**src/rtl/cache_mem_pkg.sv**
```systemverilog
// Shared types and constants for the cache/main-memory arbiter.
package cache_mem_pkg;

  typedef enum logic [1:0] {IDLE, XFER, DONE} state_t;

  localparam logic OWNER_ICACHE = 1'b0;
  localparam logic OWNER_DCACHE = 1'b1;
  localparam logic OP_RD        = 1'b0;
  localparam logic OP_WR        = 1'b1;

  function automatic int line_words(input int line_addr_len);
    return 1 << line_addr_len;
  endfunction

endpackage

```
**src/rtl/cache_mem_arbiter_rr_arb2.sv**
```systemverilog
// Two-requester round-robin picker: on a tie the requester that was not served last wins.
module rr_arb2
  import cache_mem_pkg::*;
(
  input  logic [1:0] req,
  input  logic       last,
  output logic       gnt
);

  always_comb begin
    gnt = OWNER_ICACHE;
    if (req == 2'b11) gnt = ~last;
    else if (req[1])  gnt = OWNER_DCACHE;
  end

endmodule

```
**src/rtl/cache_mem_arbiter.sv**
```systemverilog
// Shares one word-wide memory port between ICache (port 0) and DCache (port 1),
// moving whole lines as word bursts: writeback before refill, round-robin between caches.
module cache_mem_arbiter
  import cache_mem_pkg::*;
#(
  parameter int LINE_ADDR_LEN = 3,
  parameter int ADDR_WIDTH    = 32
) (
  input  logic                                  clk,
  input  logic                                  rst,
  input  logic                                  c0_rd_req,
  input  logic                                  c0_wr_req,
  input  logic [ADDR_WIDTH-1:0]                 c0_addr,
  input  logic [32*(2**LINE_ADDR_LEN)-1:0]      c0_wr_line,
  output logic [32*(2**LINE_ADDR_LEN)-1:0]      c0_rd_line,
  output logic                                  c0_done,
  input  logic                                  c1_rd_req,
  input  logic                                  c1_wr_req,
  input  logic [ADDR_WIDTH-1:0]                 c1_addr,
  input  logic [32*(2**LINE_ADDR_LEN)-1:0]      c1_wr_line,
  output logic [32*(2**LINE_ADDR_LEN)-1:0]      c1_rd_line,
  output logic                                  c1_done,
  output logic                                  mem_req,
  output logic                                  mem_we,
  output logic [ADDR_WIDTH-1:0]                 mem_addr,
  output logic [31:0]                           mem_wdata,
  input  logic [31:0]                           mem_rdata,
  input  logic                                  mem_ack,
  output logic                                  busy,
  output logic                                  owner
);

  localparam int LINE_BITS = 32 * line_words(LINE_ADDR_LEN);
  localparam int TAG_W     = ADDR_WIDTH - LINE_ADDR_LEN - 2;

  state_t                   r_state;
  state_t                   w_next;
  logic                     r_owner;
  logic                     r_last_owner;
  logic                     r_op;
  logic [TAG_W-1:0]         r_line;
  logic [LINE_BITS-1:0]     r_wline;
  logic [LINE_BITS-1:0]     r_buf;
  logic [LINE_ADDR_LEN-1:0] r_cnt;

  logic [1:0]               w_req;
  logic                     w_gnt;
  logic                     w_op;
  logic [ADDR_WIDTH-1:0]    w_addr;
  logic [LINE_BITS-1:0]     w_wline;
  logic                     w_last;
  logic                     w_unused;

  assign w_req    = {c1_rd_req | c1_wr_req, c0_rd_req | c0_wr_req};
  assign w_op     = (w_gnt ? c1_wr_req : c0_wr_req) ? OP_WR : OP_RD;
  assign w_addr   = w_gnt ? c1_addr : c0_addr;
  assign w_wline  = w_gnt ? c1_wr_line : c0_wr_line;
  assign w_last   = (r_cnt == '1);
  assign w_unused = ^{c0_addr[LINE_ADDR_LEN+1:0], c1_addr[LINE_ADDR_LEN+1:0]};

  rr_arb2 u_arb (
    .req  (w_req),
    .last (r_last_owner),
    .gnt  (w_gnt)
  );

  always_ff @(posedge clk or negedge rst) begin
    if (!rst) r_state <= IDLE;
    else      r_state <= w_next;
  end

  // Memory-side outputs decode straight from state so an async reset drops mem_req at once.
  always_comb begin
    w_next    = r_state;
    mem_req   = 1'b0;
    mem_we    = 1'b0;
    mem_addr  = '0;
    mem_wdata = '0;
    c0_done   = 1'b0;
    c1_done   = 1'b0;
    case (r_state)
      IDLE: if (|w_req) w_next = XFER;
      XFER: begin
        mem_req   = 1'b1;
        mem_we    = r_op;
        mem_addr  = {r_line, r_cnt, 2'b00};
        mem_wdata = r_wline[{r_cnt, 5'b0} +: 32];
        if (mem_ack && w_last) w_next = DONE;
      end
      DONE: begin
        c0_done = (r_owner == OWNER_ICACHE);
        c1_done = (r_owner == OWNER_DCACHE);
        w_next  = IDLE;
      end
      default: w_next = IDLE;
    endcase
  end

  always_ff @(posedge clk or negedge rst) begin
    if (!rst) begin
      r_owner      <= OWNER_DCACHE;
      r_last_owner <= OWNER_DCACHE;
      r_op         <= OP_RD;
      r_line       <= '0;
      r_wline      <= '0;
      r_buf        <= '0;
      r_cnt        <= '0;
    end else begin
      case (r_state)
        IDLE: if (|w_req) begin
          r_owner <= w_gnt;
          r_op    <= w_op;
          r_line  <= w_addr[ADDR_WIDTH-1 -: TAG_W];
          r_wline <= w_wline;
          r_cnt   <= '0;
        end
        XFER: if (mem_ack) begin
          if (r_op == OP_RD) r_buf[{r_cnt, 5'b0} +: 32] <= mem_rdata;
          r_cnt <= r_cnt + 1'b1;
        end
        DONE: r_last_owner <= r_owner;
        default: ;
      endcase
    end
  end

  assign c0_rd_line = r_buf;
  assign c1_rd_line = r_buf;
  assign busy       = (r_state != IDLE);
  assign owner      = r_owner;

endmodule
```
**config.mk**
```make
export PLATFORM = sky130hd
export DESIGN_NAME = cache_mem_arbiter
export DESIGN_NICKNAME = d
export VERILOG_FILES = /design/src/rtl/cache_mem_pkg.sv /design/src/rtl/cache_mem_arbiter_rr_arb2.sv /design/src/rtl/cache_mem_arbiter.sv
export SDC_FILE = /design/constraint.sdc
export NUM_CORES = 1
export LEC_CHECK = 0
export CAP_MARGIN = 0
export CORE_AREA = 4 4 457 459
export DETAILED_ROUTE_END_ITERATION = 10
export DIE_AREA = 0 0 461 463
export GPL_TIMING_DRIVEN = 1
export PLACE_DENSITY = 0.32
export SETUP_SLACK_MARGIN = 0.15
export SYNTH_ARGS = -nofsm -noshare
export SYNTH_HDL_FRONTEND = slang
export SYNTH_SLANG_ARGS = --single-unit
```
**constraint.sdc**
```tcl
create_clock -name clk -period 3.7 [get_ports clk]
set_clock_uncertainty 0.1 [all_clocks]
set_input_delay 0.555 -clock clk [delete_from_list [all_inputs] [get_ports clk]]
set_output_delay 0.555 -clock clk [all_outputs]
set_load 0.005 [all_outputs]
```
==> results of run 1 <==
routing by layer:
layer	routed length (um)	vias to the layer above	GRT usage, %
met5	451	-	0
met4	3320	72	3.16
met3	16000	210	6.52
met2	110000	1015	35.2
met1	74500	13924	19.3
li1	-	12329	-
Yosys cell counts, types with 2 or more instances:
cell      number  area [sq um]
dfrtp_1      545         13600
o21ai_0      319          1600
nand3_1      288          1440
a21oi_1      284          1420
a31oi_1      283          1770
mux2_2       263          2960
buf_4        258          1940
clkbuf_1     193           724
and2_1       127           795
buf_2         67           335
mux2_1        54           608
mux2_4        35           526
nor2b_1       34           213
nor3_1        33           165
o22ai_1       33           206
a211oi_1      32           240
buf_1         26          97.6
buf_6          9           101
ha_1           8           100
nor2_1         6          22.5
inv_1          5          18.8
nand2_1        5          18.8
nand2b_1       4          25.0
and4bb_2       3          37.5
a21o_1         2          15.0
dfstp_2        2          52.6
nor3b_1        2          15.0
or2_2          2          12.5
kinds of logic (layout without fill, tap and decap cells):
family                   after synthesis  count (layout)
adder cells (fa/ha/maj)                8               8
AND/OR/NAND/NOR                      512             512
other                                  1              41
multiplexers                         352             352
buffers and inverters                559            1493
flip-flops                           547             547
AO/OA/AOI/OAI                        960             960
worst max path at each step:
stage,start,to,slack [ns],depth (start not counted)
2_1_floorplan,r_cnt[1],c0_rd_line[10],0.81,10
3_3_place_gp,r_cnt[2],mem_wdata[22],0.31,6
3_5_place_dp,r_cnt[2],mem_wdata[22],0.30,6
4_1_cts,r_cnt[1],mem_wdata[19],0.02,6
5_1_grt,r_cnt[1],mem_wdata[19],0.10,6
6_report,r_cnt[1],mem_wdata[19],0.24,6
what timing repair did:
item / in CTS / in global routing
pin swaps: 10 / 6
gates resized for setup: 141 / 23
gates cloned: 1 / 1
endpoints found under the hold margin: 39 / 0
setup buffers: 14 / 13
hold buffers: 1 / 0
setup endpoints to repair: 52 / 25
worst reg2reg max path, delay by kind of cell (launching register included):
kind | cells | cell delay [ns]
buffers and inverters | 4 | 0.51
adder cells (fa/ha/maj) | 2 | 0.58
AND/OR/NAND/NOR | 1 | 0.55
multiplexers | 1 | 0.67
AO/OA/AOI/OAI | 1 | 0.30
flip-flops | 1 | 0.52
per-stage QoR:
stage	cell area (sq um)	utilization [%]	instances	setup WS, ns	total power, mW
final	46500	22.8	6601	0.244	38.9
after global routing	46500	22.7	6571	0.105	41.3
after CTS	46300	22.6	6548	0.0165	40.0
after detailed placement	42900	21.0	6396	0.300	30.9
after global placement	42900	21.0	6396	0.313	30.9
after floorplan	29200	-	2940	0.809	18.4
sequential cells by signal (all words and copies together), names as in the netlist:
name,cells
c0_rd_line,256
r_cnt,3
r_wline,256
r_line,27
owner,1
r_op,1
r_state,2
r_last_owner,1
power groups by stage:
| stage | Clock [mW] | Combinational [mW] | Sequential, mW |
|---|---|---|---|
| after global routing | 8.41 | 21.3 | 11.6 |
| final | 7.87 | 19.8 | 11.3 |
| after detailed placement | 0 | 19.4 | 11.5 |
| after global placement | 0 | 19.4 | 11.5 |
| after CTS | 8.18 | 20.3 | 11.4 |
| after floorplan | 0 | 8.49 | 9.94 |
cell type report:
class                   instances  area, sq um
multi-input cells            1834        13000
flip-flops and latches        547        13700
clock buffers                 118         2360
clock inverters                18          277
well taps                    2688         3360
diodes                         39         97.6
fillers                     22291       158000
inverters                       6         22.5
repair buffers               1351        13700
==> results.cfg, run 1 <==
[detailed_routing]
first_pass_iters = 5
ant_nets = 0
routed_via_density = 4.17
drt_iter0_drc = 1313
wl_um = 204000
drc = 0
wl_per_cell_um = 31.0
vias = 27550

[power]
peakVddDrop_uv = 524
p_leak_nw = 18.2
seq_power_share_pct = 29.0
p_clk_share_pct = 20.2
switchingPower_mw = 16.0
powerDensity_mw_per_mm2 = 837
p_sw_share_pct = 41.1
combPwrFrac_pct = 50.8
p_int_mw = 22.9

[clocking]
clk_latency_ns = 0.68
cts_buffers = 80
ctsHtreeMaxLevel = 3
ctsLongestPathBuffers = 3
clock_sinks = 547
root_buffer = clkbuf_16
path_clk_slew_ns = 0.07
tritoncts = yes

[die]
core_sq_mm = 0.204
rows = 166
start_util_pct = 14.3
die-width_um = 461
pin_count = 1197
dieHeight_um = 463
die_area_sq_mm = 0.213

[final_layout]
nNetsFinal = 4443
final_cell_mix = clkdlybuf4s50_1 (1,155), dfrtp_1 (540), o21ai_0 (307)
drive_gt1_share_pct = 17.6
layout_commonest_cell = clkdlybuf4s50_1
area_growth_pct = 59.3

[run]
drv_cap = 0

[synth]
yosysUniqueCellTypes = 45
synth_top_family_by_area = compound AO/OA/AOI/OAI gates
syn_avg_cell_area_sq_um = 9.94
yosysWarnings = 0
synth-compound-area-share_pct = 18.1
seq_area_frac_synth_pct = 46.8
ys_seq_elements = 547
muxShareOfSynthArea_pct = 14.0
synth_fa_ha_area_share_pct = 0.342
synth_cells = 2939
syn-cell-area_sq_mm = 0.0292
synth_xor_area_share_pct = 0
yosys.area_share.simple_pct = 9.63
synthFlopType = dfrtp_1
synth-edff-count = 0
async_flop_share_pct = 100

[run_status]
outcome = finished, final reports clean

[sta]
max-slew-margin-rel_pct = 20.2
rsz0062_at_grt = yes
whs_ns = 0.329
worst_pin_slew_ns = 1.20
slew_viol_final = 0
tns_ns = 0
timing.fmax_mhz = 289
post-route-period-util_pct = 93.4
finalSetupViolCount = 0
fin_crit_ns = 3.46
hold_viol = 0

[critical_path]
slowest_stage = dfrtp_4
crit_family = buffers and inverters
cp_num_buf_inv = 3
r2r_setup_slack_ns = 0.33
slowest_delay_ns = 0.52
worstPathArrival_ns = 2.80
path_class = flop to output pin
crit_fanout = 10
worstPathRequired_ns = 3.04
cp-end-kind = output pin
r2r_end = c0_rd_line[83]
start_kind = flop
rr_startpoint = r_cnt[1]
cp_cell_sequence = buf_16, mux2_2, o22ai_4, nor3_1, buf_4, clkdlybuf4s50_1
ff2ff_path_depth = 9

[global_route]
grt_start_max_net_pins = 154
grt_use_total_pct = 18.4
grt_overflow = 0
grt_pass1_vias = 29038
antenna_found_initial = 83
grt_first_pass_wirelength_um = 270000

[placement]
dp_hpwl_um = 160000
place_congestion = 0.796
numPortBuffers = 1184

[hold_path]
hold-path-cell-count = 3
min_from = c1_addr[29]
holdCritPathClass = input port to flop
hold-path-endpoint = r_line[24]
Note: power is estimated with default switching activity, not from simulation.
==> inputs of run 2 (changes only) <==
--- a/config.mk
+++ b/config.mk
@@ -7,6 +7,7 @@
 export LEC_CHECK = 0
 export CAP_MARGIN = 0
 export CORE_AREA = 4 4 457 459
+export CTS_BUF_LIST = sky130_fd_sc_hd__clkbuf_16
 export DETAILED_ROUTE_END_ITERATION = 10
 export DIE_AREA = 0 0 461 463
 export GPL_TIMING_DRIVEN = 1
==> run 2 against run 1 <==
  * Sequential power barely moved
  * Clock power fell by 5.7%
  * First-iteration DRC count fell by 3.0%
  * Sequential share of layout area rose by 0.14 points
  * Critical path depth rose by 2
  * Combinational power barely moved
  * Cell count barely moved
  * Worst hold slack barely moved
  * Setup slack got worse by 0.039 ns
  * Largest power group unchanged
==> results.cfg, run 2 (same netlist as run 1, synthesis figures left out) <==
[run_status]
outcome = finished, final reports clean

[placement]
post-place-ws_ns = 0.300
numPortBuffers = 1184
place_congestion = 0.796
post_dp_cell_area_sq_mm = 0.0429
dp_hpwl_um = 160000
dp.cells = 6396

[critical_path]
r2r_setup_slack_ns = 0.43
worstPathRequired_ns = 3.04
crit_fanout = 6
crit_top_cell = buf_4
cp-startpoint = r_cnt[1]
slowest_stage = dfrtp_4
cp-end-kind = output pin
rr_startpoint = r_cnt[1]
start_kind = flop
worstPathArrival_ns = 2.84
cp_cell_sequence = buf_4, buf_16, buf_4, mux2_2, o21ai_0, buf_4, nor3_4, dlygate4sd2_1
cp_num_buf_inv = 5
crit_family = buffers and inverters
path_class = flop to output pin
slowest_delay_ns = 0.57

[sta]
tns_ns = 0
slew_viol_final = 0
max-slew-margin-rel_pct = 20.5
post-route-period-util_pct = 94.4
setup_slack_ns = 0.206
finalSetupViolCount = 0
hold_viol = 0
timing.fmax_mhz = 286
whs_ns = 0.329
worst_pin_slew_ns = 1.19
rsz0062_at_grt = yes
fin_crit_ns = 3.49

[clocking]
clock_sinks = 547
tritoncts = yes
ctsHtreeMaxLevel = 3
root_buffer = clkbuf_16
path_clk_slew_ns = 0.07
clk_latency_ns = 0.68
ctsLongestPathBuffers = 3
cts_buffers = 80

[final_layout]
nNetsFinal = 4444
nFillCells = 22311
finish.utilization_pct = 22.7
final_cell_mix = clkdlybuf4s50_1 (1,157), dfrtp_1 (540), o21ai_0 (308)
drive_gt1_share_pct = 17.1
multi_input_area_sq_mm = 0.0130
area_growth_pct = 58.5
final_cells = 6600
layout_commonest_cell = clkdlybuf4s50_1
register_area_sq_mm = 0.0137
fin_area_sq_mm = 0.0463

[global_route]
grt_pass1_vias = 29069
grt_first_pass_wirelength_um = 271000
antenna_found_initial = 83
grt_overflow = 0
grt_use_total_pct = 18.4
grt_start_max_net_pins = 154

[detailed_routing]
ant_nets = 0
first_pass_iters = 5
wl_per_cell_um = 30.9
drt_iter0_drc = 1273
drc = 0
routed_via_density = 4.18
vias = 27607
wl_um = 204000

[power]
p_int_mw = 22.5
peakVddDrop_uv = 525
switchingPower_mw = 16.0
p_leak_nw = 18.1
p_sw_share_pct = 41.6
seq_power_share_pct = 29.3
powerDensity_mw_per_mm2 = 830
power_mw = 38.5
combPwrFrac_pct = 51.4
p_clk_share_pct = 19.3

[hold_path]
min_from = c1_addr[29]
holdCritPathClass = input port to flop

[die]
pin_count = 1197
start_util_pct = 14.3
core_sq_mm = 0.204
rows = 166
dieHeight_um = 463
die_area_sq_mm = 0.213
die-width_um = 461

[run]
drv_cap = 0
run 2: changes by cell type in the layout (fill, tap and decap cells not counted), sizes merged:
cell,before,now
clkbuf,119,82
clkinv,9,28
inv,11,29
clkdlybuf4s50,1155,1157
diode,39,37
dlymetal6s2s,3,1
buf,175,176
run 2: power by group through the flow:
stage,combinational [mW],clock [mW],sequential (mW)
floorplan,8.49,0,9.94
global placement,19.4,0,11.5
global route,21.3,7.94,11.6
CTS,20.3,7.72,11.4
detailed placement,19.4,0,11.5
finish,19.8,7.42,11.3
run 2: tightest hold or removal path, stage by stage:
cell and delay, ns:
clkdlybuf4s50_1 0.39, nand3_1 0.06, a31oi_1 0.07
run 2: repair_timing:
action / 4_1_cts / 5_1_grt
gates resized for setup: 141 / 14
hold buffers: 1 / 0
endpoints found under the setup margin: 52 / 25
hold endpoints to repair: 39 / 0
setup buffers: 14 / 14
pin swaps: 10 / 2
cloned: 1 / 1
run 2: cell type report:
| cell class | instances | share of cell area [%] |
|---|---|---|
| Tap cell | 2688 | 7.26 |
| Timing Repair Buffer | 1352 | 29.5 |
| Clock inverter | 55 | 0.897 |
| Multi-Input combinational cell | 1834 | 28.1 |
| Antenna cell | 37 | 0.200 |
| Clock buffer | 81 | 4.38 |
| Sequential cell | 547 | 29.6 |
| Inverter | 6 | 0.0486 |
run 2: per-layer routing:
layer  up-vias  global-route usage, %  share of wire, %
met3       213                   6.51               8.0
met4        72                   3.18               1.7
met2       973                   35.2                54
met1     13999                   19.3                36
li1      12350                      -                 -
met5         -                      0              0.22
run 2: worst paths after layout:
check	to	cells after the start
hold reg to reg	c0_rd_line[180]	1
min in group asynchronous	r_wline[135]	2
setup / recovery	mem_wdata[24]	8
hold / removal	r_line[24]	3
max in group asynchronous	c0_rd_line[75]	4
setup reg to reg	c0_rd_line[83]	8
